### src/rtl/sub_sequencer_pkg.sv
// ============================================================================
// Module : sub_sequencer_pkg
// Brief  : State encodings and opcode constants for the nibble-serial add/sub.
// Rev    : 1.0  initial release
// ============================================================================
`default_nettype none

package sub_sequencer_pkg;

   typedef enum logic [2:0] {
      S_IDLE   = 3'd0,
      S_NEG_LO = 3'd1,
      S_NEG_HI = 3'd2,
      S_ADD_LO = 3'd3,
      S_ADD_HI = 3'd4,
      S_DONE   = 3'd5
   } state_t;

   localparam logic OP_ADD = 1'b0;
   localparam logic OP_SUB = 1'b1;

endpackage

`default_nettype wire

### src/rtl/sub_sequencer_if.sv
// ============================================================================
// Module : sub_sequencer_if
// Brief  : Request/response bundle between the operand registers and the unit.
// Rev    : 1.0  initial release
// ============================================================================
`default_nettype none

interface sub_sequencer_if;
   logic       start;
   logic       op;
   logic [7:0] a;
   logic [7:0] b;
   logic       ready_in;
   logic [7:0] result;
   logic       carry;
   logic       overflow;
   logic       zero;
   logic       negative;
   logic       done;

   modport master (
      output start, op, a, b,
      input  ready_in, result, carry, overflow, zero, negative, done
   );

   modport slave (
      input  start, op, a, b,
      output ready_in, result, carry, overflow, zero, negative, done
   );
endinterface

`default_nettype wire

### src/rtl/sub_sequencer_nibble_adder.sv
// ============================================================================
// Module : nibble_adder
// Brief  : Combinational 4-bit adder with carry in/out.
// Rev    : 1.0  initial release
// ============================================================================
`default_nettype none

module nibble_adder (
   input  wire logic [3:0] a,
   input  wire logic [3:0] b,
   input  wire logic       c_in,
   output logic      [3:0] sum,
   output logic            c_out
);

   logic [4:0] w_full;

   assign w_full = {1'b0, a} + {1'b0, b} + {4'b0000, c_in};
   assign sum    = w_full[3:0];
   assign c_out  = w_full[4];

endmodule

`default_nettype wire

### src/rtl/sub_sequencer.sv
// ============================================================================
// Module : sub_sequencer
// Brief  : 8-bit add/subtract using one shared nibble adder over several cycles.
// Rev    : 1.0  initial release
// ============================================================================
`default_nettype none

module sub_sequencer
   import sub_sequencer_pkg::*;
(
   input  wire logic        clk,
   input  wire logic        rst_n,
   sub_sequencer_if.slave   bus
);

   state_t     r_state;
   state_t     w_next;
   logic       w_ready;
   logic       w_done;

   logic [7:0] r_a;
   logic [7:0] r_b;
   logic       r_op;
   logic [7:0] r_nb;
   logic       r_c;
   logic       r_neg_carry;
   logic [3:0] r_lo;

   logic [7:0] r_result;
   logic       r_carry;
   logic       r_overflow;
   logic       r_zero;
   logic       r_negative;

   logic [3:0] w_add_a;
   logic [3:0] w_add_b;
   logic       w_add_cin;
   logic [3:0] w_sum;
   logic       w_cout;
   logic [7:0] w_opb;
   logic [7:0] w_res;
   logic       w_ovf;

   nibble_adder u_nibble_adder (
      .a     (w_add_a),
      .b     (w_add_b),
      .c_in  (w_add_cin),
      .sum   (w_sum),
      .c_out (w_cout)
   );

   always_ff @(posedge clk or negedge rst_n) begin
      if (!rst_n) r_state <= S_IDLE;
      else        r_state <= w_next;
   end

   always_comb begin
      w_next  = r_state;
      w_ready = 1'b0;
      w_done  = 1'b0;
      case (r_state)
         S_IDLE, S_DONE: begin
            w_ready = 1'b1;
            w_done  = (r_state == S_DONE);
            if (bus.start) w_next = (bus.op == OP_SUB) ? S_NEG_LO : S_ADD_LO;
            else           w_next = S_IDLE;
         end
         S_NEG_LO: w_next = S_NEG_HI;
         S_NEG_HI: w_next = S_ADD_LO;
         S_ADD_LO: w_next = S_ADD_HI;
         S_ADD_HI: w_next = S_DONE;
         default:  w_next = S_IDLE;
      endcase
   end

   assign w_opb = (r_op == OP_SUB) ? r_nb : r_b;

   // Single adder shared across phases: negation (~b + 1) then the real add.
   always_comb begin
      w_add_a   = 4'h0;
      w_add_b   = 4'h0;
      w_add_cin = 1'b0;
      case (r_state)
         S_NEG_LO: begin w_add_a = ~r_b[3:0]; w_add_cin = 1'b1;          end
         S_NEG_HI: begin w_add_a = ~r_b[7:4]; w_add_cin = r_c;           end
         S_ADD_LO: begin w_add_a = r_a[3:0];  w_add_b = w_opb[3:0];      end
         S_ADD_HI: begin w_add_a = r_a[7:4];  w_add_b = w_opb[7:4];
                         w_add_cin = r_c;                                end
         default:  begin w_add_a = 4'h0;                                 end
      endcase
   end

   assign w_res = {w_sum, r_lo};
   // Overflow judged against the original b, so b=0x80 needs no special case.
   assign w_ovf = (r_op == OP_SUB) ? ((r_a[7] != r_b[7]) && (w_res[7] != r_a[7]))
                                   : ((r_a[7] == r_b[7]) && (w_res[7] != r_a[7]));

   always_ff @(posedge clk or negedge rst_n) begin
      if (!rst_n) begin
         r_a         <= 8'h00;
         r_b         <= 8'h00;
         r_op        <= OP_ADD;
         r_nb        <= 8'h00;
         r_c         <= 1'b0;
         r_neg_carry <= 1'b0;
         r_lo        <= 4'h0;
         r_result    <= 8'h00;
         r_carry     <= 1'b0;
         r_overflow  <= 1'b0;
         r_zero      <= 1'b0;
         r_negative  <= 1'b0;
      end else begin
         case (r_state)
            S_IDLE, S_DONE: begin
               if (bus.start) begin
                  r_a         <= bus.a;
                  r_b         <= bus.b;
                  r_op        <= bus.op;
                  r_c         <= 1'b0;
                  r_neg_carry <= 1'b0;
               end
            end
            S_NEG_LO: begin
               r_nb[3:0] <= w_sum;
               r_c       <= w_cout;
            end
            S_NEG_HI: begin
               r_nb[7:4]   <= w_sum;
               r_neg_carry <= w_cout;
            end
            S_ADD_LO: begin
               r_lo <= w_sum;
               r_c  <= w_cout;
            end
            S_ADD_HI: begin
               r_result   <= w_res;
               r_carry    <= w_cout | ((r_op == OP_SUB) & r_neg_carry);
               r_overflow <= w_ovf;
               r_zero     <= (w_res == 8'h00);
               r_negative <= w_res[7];
            end
            default: begin
               r_c <= r_c;
            end
         endcase
      end
   end

   assign bus.ready_in = w_ready;
   assign bus.done     = w_done;
   assign bus.result   = r_result;
   assign bus.carry    = r_carry;
   assign bus.overflow = r_overflow;
   assign bus.zero     = r_zero;
   assign bus.negative = r_negative;

endmodule

`default_nettype wire
### src/flat_wrapper.sv
// flat-port wrapper written by rule: the top's interface ports become plain ports
module sub_sequencer_flat import sub_sequencer_pkg::*;
  (clk, rst_n, bus_start, bus_op, bus_a, bus_b, bus_ready_in, bus_result, bus_carry, bus_overflow, bus_zero, bus_negative, bus_done);
  sub_sequencer_if bus_i ();
  input  wire logic clk;
  input  wire logic rst_n;
  input wire logic [$bits(bus_i.start)-1:0] bus_start;
  input wire logic [$bits(bus_i.op)-1:0] bus_op;
  input wire logic [$bits(bus_i.a)-1:0] bus_a;
  input wire logic [$bits(bus_i.b)-1:0] bus_b;
  output wire logic [$bits(bus_i.ready_in)-1:0] bus_ready_in;
  output wire logic [$bits(bus_i.result)-1:0] bus_result;
  output wire logic [$bits(bus_i.carry)-1:0] bus_carry;
  output wire logic [$bits(bus_i.overflow)-1:0] bus_overflow;
  output wire logic [$bits(bus_i.zero)-1:0] bus_zero;
  output wire logic [$bits(bus_i.negative)-1:0] bus_negative;
  output wire logic [$bits(bus_i.done)-1:0] bus_done;
  assign bus_i.start = bus_start;
  assign bus_i.op = bus_op;
  assign bus_i.a = bus_a;
  assign bus_i.b = bus_b;
  assign bus_ready_in = bus_i.ready_in;
  assign bus_result = bus_i.result;
  assign bus_carry = bus_i.carry;
  assign bus_overflow = bus_i.overflow;
  assign bus_zero = bus_i.zero;
  assign bus_negative = bus_i.negative;
  assign bus_done = bus_i.done;
  sub_sequencer u_core (.clk(clk), .rst_n(rst_n), .bus(bus_i));
endmodule
### config.mk
export PLATFORM = sky130hd
export DESIGN_NAME = sub_sequencer_flat
export DESIGN_NICKNAME = d
export VERILOG_FILES = /design/src/rtl/sub_sequencer_pkg.sv /design/src/rtl/sub_sequencer_if.sv /design/src/rtl/sub_sequencer_nibble_adder.sv /design/src/rtl/sub_sequencer.sv /design/src/flat_wrapper.sv
export SDC_FILE = /design/constraint.sdc
export NUM_CORES = 1
export LEC_CHECK = 0
export ABC_AREA = 1
export ABC_CLOCK_PERIOD_IN_PS = 2780
export CORE_MARGIN = 2
export CORE_UTILIZATION = 54
export CTS_CLUSTER_DIAMETER = 60
export DETAILED_ROUTE_END_ITERATION = 8
export PLACE_DENSITY_LB_ADDON = 0.2
export SYNTH_ARGS = -nofsm -noshare
export SYNTH_HDL_FRONTEND = slang
export SYNTH_HIERARCHICAL = 1
export SYNTH_SLANG_ARGS = --single-unit
export TNS_END_PERCENT = 50
### constraint.sdc
create_clock -name clk -period 2.78 [get_ports clk]
set_clock_uncertainty 0.05 [all_clocks]
set_input_delay 0.834 -clock clk [delete_from_list [all_inputs] [get_ports clk]]
set_output_delay 0.834 -clock clk [all_outputs]
set_load 0.005 [all_outputs]
==> results by group <==
Yosys
  • Seq/Total Area, Yosys: 47.6%
  • Syn_nets: 327
  • Number of synthesized register bits: 45
  • Largest cells by area after synthesis: dfrtp_1, nand2_1, inv_1, nand3_1, o21ai_0
  • Synth Instances: 302
  • Syn avg cell area: 7.84 sq um
  • Synth Warn #: 6
  • Yosys top cell by area: dfrtp_1
  • Mapped cell area: 2370 sq um
  • Yosys top cell area share: 47.6%
  • Post-synth cell types: 22

Critical path
  • Max Fanout on Critical Path: 16
  • Worst EP required: 2.93 ns
  • Worst R2R Path Depth: 14
  • Crit path buf inv count: 4
  • Startpoint types: flip-flop
  • Slowest CP cell: fa_1
  • CP Cell Sequence: clkinv_4, nand3_1, nor2_1, nor2_1, nand2_1, fa_1, inv_1, fa_1, inv_1, inv_1, nand3_1, nor2_1, nand2_1, nand2_1
  • Setup CP Type: flip-flop to flip-flop
  • CP endpoint kind: flip-flop
  • WP depth: 14
  • Largest stage delay, worst path: 0.47 ns
  • Critical path's top delay family: adder cells
  • Flop2flop setup slack: 0.17 ns
  • Worst Path Arrival: 2.76 ns

STA
  • Fmax: 383 MHz
  • Fin crit period: 2.61 ns
  • Slew Viols, Final: 0
  • Slew @ Worst Pin: 0.635 ns
  • Final Hold Viols: 0
  • Period utilization: 93.8%
  • Slew HR: 57.6%
  • Hold Slack: 0.431 ns
  • Final setup viols: 0

Floorplanning
  • IO Count: 34
  • Core ar.: 4290 sq um
  • # rows: 24
  • Die Width: 70.2 microns
  • Initial Util: 55.1%
  • Die Footprint: 4930 sq um
  • Die H: 70.2 microns

Global routing
  • Gr ovfl total: 0
  • First-pass GRT wire length: 9.14 mm
  • Total track usage: 23.7%
  • Largest net degree at the start of global routing: 24
  • Vias in the first global route: 1934
  • Initial antenna violation count: 0

Clock tree
  • Later-pin clock latency in the skew report: 0.30 ns
  • CTS buffer count: 5
  • Clock Path Buffers: 2
  • Hold Buf Count CTS: 0
  • Reg clk slew, reported paths: 0.08 ns
  • CTS sink cnt: 45
  • Clock Root Buffer: clkbuf_8
  • CTS tree: done
  • H-Tree Depth: 2

Cells and area
  • Final Util: 66.3%
  • Nets@finish: 361
  • Ant diodes: 0
  • Reg area: 1130 sq um
  • Share of cells above drive strength 1: 11.0%
  • Area grow syn2layout: 20.2%
  • Fill count: 383
  • Multi-input gate area: 1020 sq um

Worst hold path
  • Min-delay worst type: flip-flop to flip-flop
  • Hold Path Cell Cnt: 2

Pwr
  • LEAKAGE: 1.45 nW
  • Power per Cell Area: 1130 nW/um^2
  • Tot Pwr: 3.22 mW
  • Worst IR Drop VDD: 0.727 mV

Route
  • Number of routed nets with antenna violations: 0
  • # DRC: 0
  • Vias: 2037
  • DR pass1 iterations: 5
  • WL per Instance: 13.8 microns
  • Initial DRC Count: 225
  • DR vias/cell: 5.24
  • Routed WL: 5.36 mm

Place
  • Hpwl dp: 3.96 mm
  • Gp weighted congestion: 0.950
  • IO Port Bufs: 33

Run status
  • Outcome: finished, final reports clean

Job
  • Max-cap violations: 0
-- cells in the mapped netlist, drive strengths merged --
| cell | number |
|---|---|
| nand4 | 13 |
| nor2 | 12 |
| dfrtp | 45 |
| nand3 | 32 |
| buf | 14 |
| nand3b | 1 |
| xnor2 | 1 |
| inv | 33 |
| clkbuf | 3 |
| nand2 | 112 |
| o21ai | 27 |
| a21oi | 4 |
| fa | 2 |
| ha | 3 |
-- tightest hold or removal path, stage by stage, from the launching register on --
cell	delay (ns)
dfrtp_1	0.35
nand2_1	0.06
nand2_1	0.05
-- per-stage QoR --
stage	setup TNS [ns]	worst slack (ns)	instances	cell area [sq um]
floorplan	0	0.367	302	2370
global placement	0	0.226	381	2750
detailed placement	0	0.158	381	2750
CTS	0	0.127	389	2830
global route	-0.00443	-0.00359	389	2850
finish	0	0.172	389	2850
-- sequential cells by signal (all words and copies together), names as in the netlist --
signal / count
u_core/r_state: 3
u_core/r_b: 8
u_core/r_a: 8
u_core/bus.zero: 1
u_core/r_c: 1
u_core/r_nb: 8
u_core/bus.carry: 1
u_core/r_lo: 4
u_core/bus.result: 8
u_core/r_neg_carry: 1
u_core/r_op: 1
u_core/bus.overflow: 1
-- what timing repair did --
| action | CTS | global route |
|---|---|---|
| buffers inserted | 0 | 0 |
| gates resized for setup | 0 | 6 |
| setup endpoints to repair | 0 | 7 |
| endpoints found under the hold margin | 0 | 0 |
-- final cells by class --
class                      instances  area share [%]
sequential                        45            39.6
timing repair buffer              44            14.8
clock buffer                       6            2.55
inverter                          33            4.53
multi-input combinational        207            35.9
clock inverter                     2           0.352
tap                               52            2.29
-- final timing paths --
path | startpoint | to
max in group asynchronous | rst_n | u_core/bus.result[0]
setup / recovery | u_core/r_state[2] | u_core/bus.zero
setup reg to reg | u_core/r_state[2] | u_core/bus.zero
min in group asynchronous | rst_n | u_core/r_b[1]
hold / removal | u_core/r_b[3] | u_core/r_b[3]
hold reg to reg | u_core/r_b[3] | u_core/r_b[3]
-- cells in the final DEF, fill, tap and decap left out, drive strengths merged --
| cell | Yosys | routed |
|---|---|---|
| inv | 33 | 32 |
| o21ai | 27 | 27 |
| nor2 | 12 | 12 |
| nand2 | 112 | 112 |
| nand3 | 32 | 32 |
| nand3b | 1 | 1 |
| dfrtp | 45 | 45 |
| clkdlybuf4s50 | 0 | 32 |
| buf | 14 | 12 |
| xnor2 | 1 | 1 |
| fa | 2 | 2 |
| clkinv | 0 | 3 |
| ha | 3 | 3 |
| a21oi | 4 | 4 |
| clkbuf | 3 | 6 |
| nand4 | 13 | 13 |
-- cell families (layout without fill, tap and decap cells) --
family / count (synthesis) / after routing / synth area share, %
adders and majority gates: 5 / 5 / 3.28
xor gates and xnor gates: 1 / 1 / 0.370
buffers and inverters: 50 / 85 / 9.73
and+or+nand+nor: 170 / 170 / 32.5
DFF: 45 / 45 / 47.6
AOI/OAI and AO/OA: 31 / 31 / 6.55
-- power by group --
part	leakage [nW]	internal, mW	switching (mW)
logic	0.830	0.642	1.05
clock network	0.0450	0.174	0.216
registers	0.573	0.936	0.203
-- layer usage --
metal | track usage (%) | share of wire (%) | wire [microns] | vias to the layer above
met5 | 0 | 0 | 0 | -
met4 | 10.0 | 1.7 | 92 | 0
met3 | 3.17 | 5.4 | 289 | 11
met2 | 36.6 | 47 | 2510 | 64
met1 | 33.7 | 46 | 2470 | 940
li1 | - | - | - | 1022
Note: power is estimated with default switching activity, not from simulation.
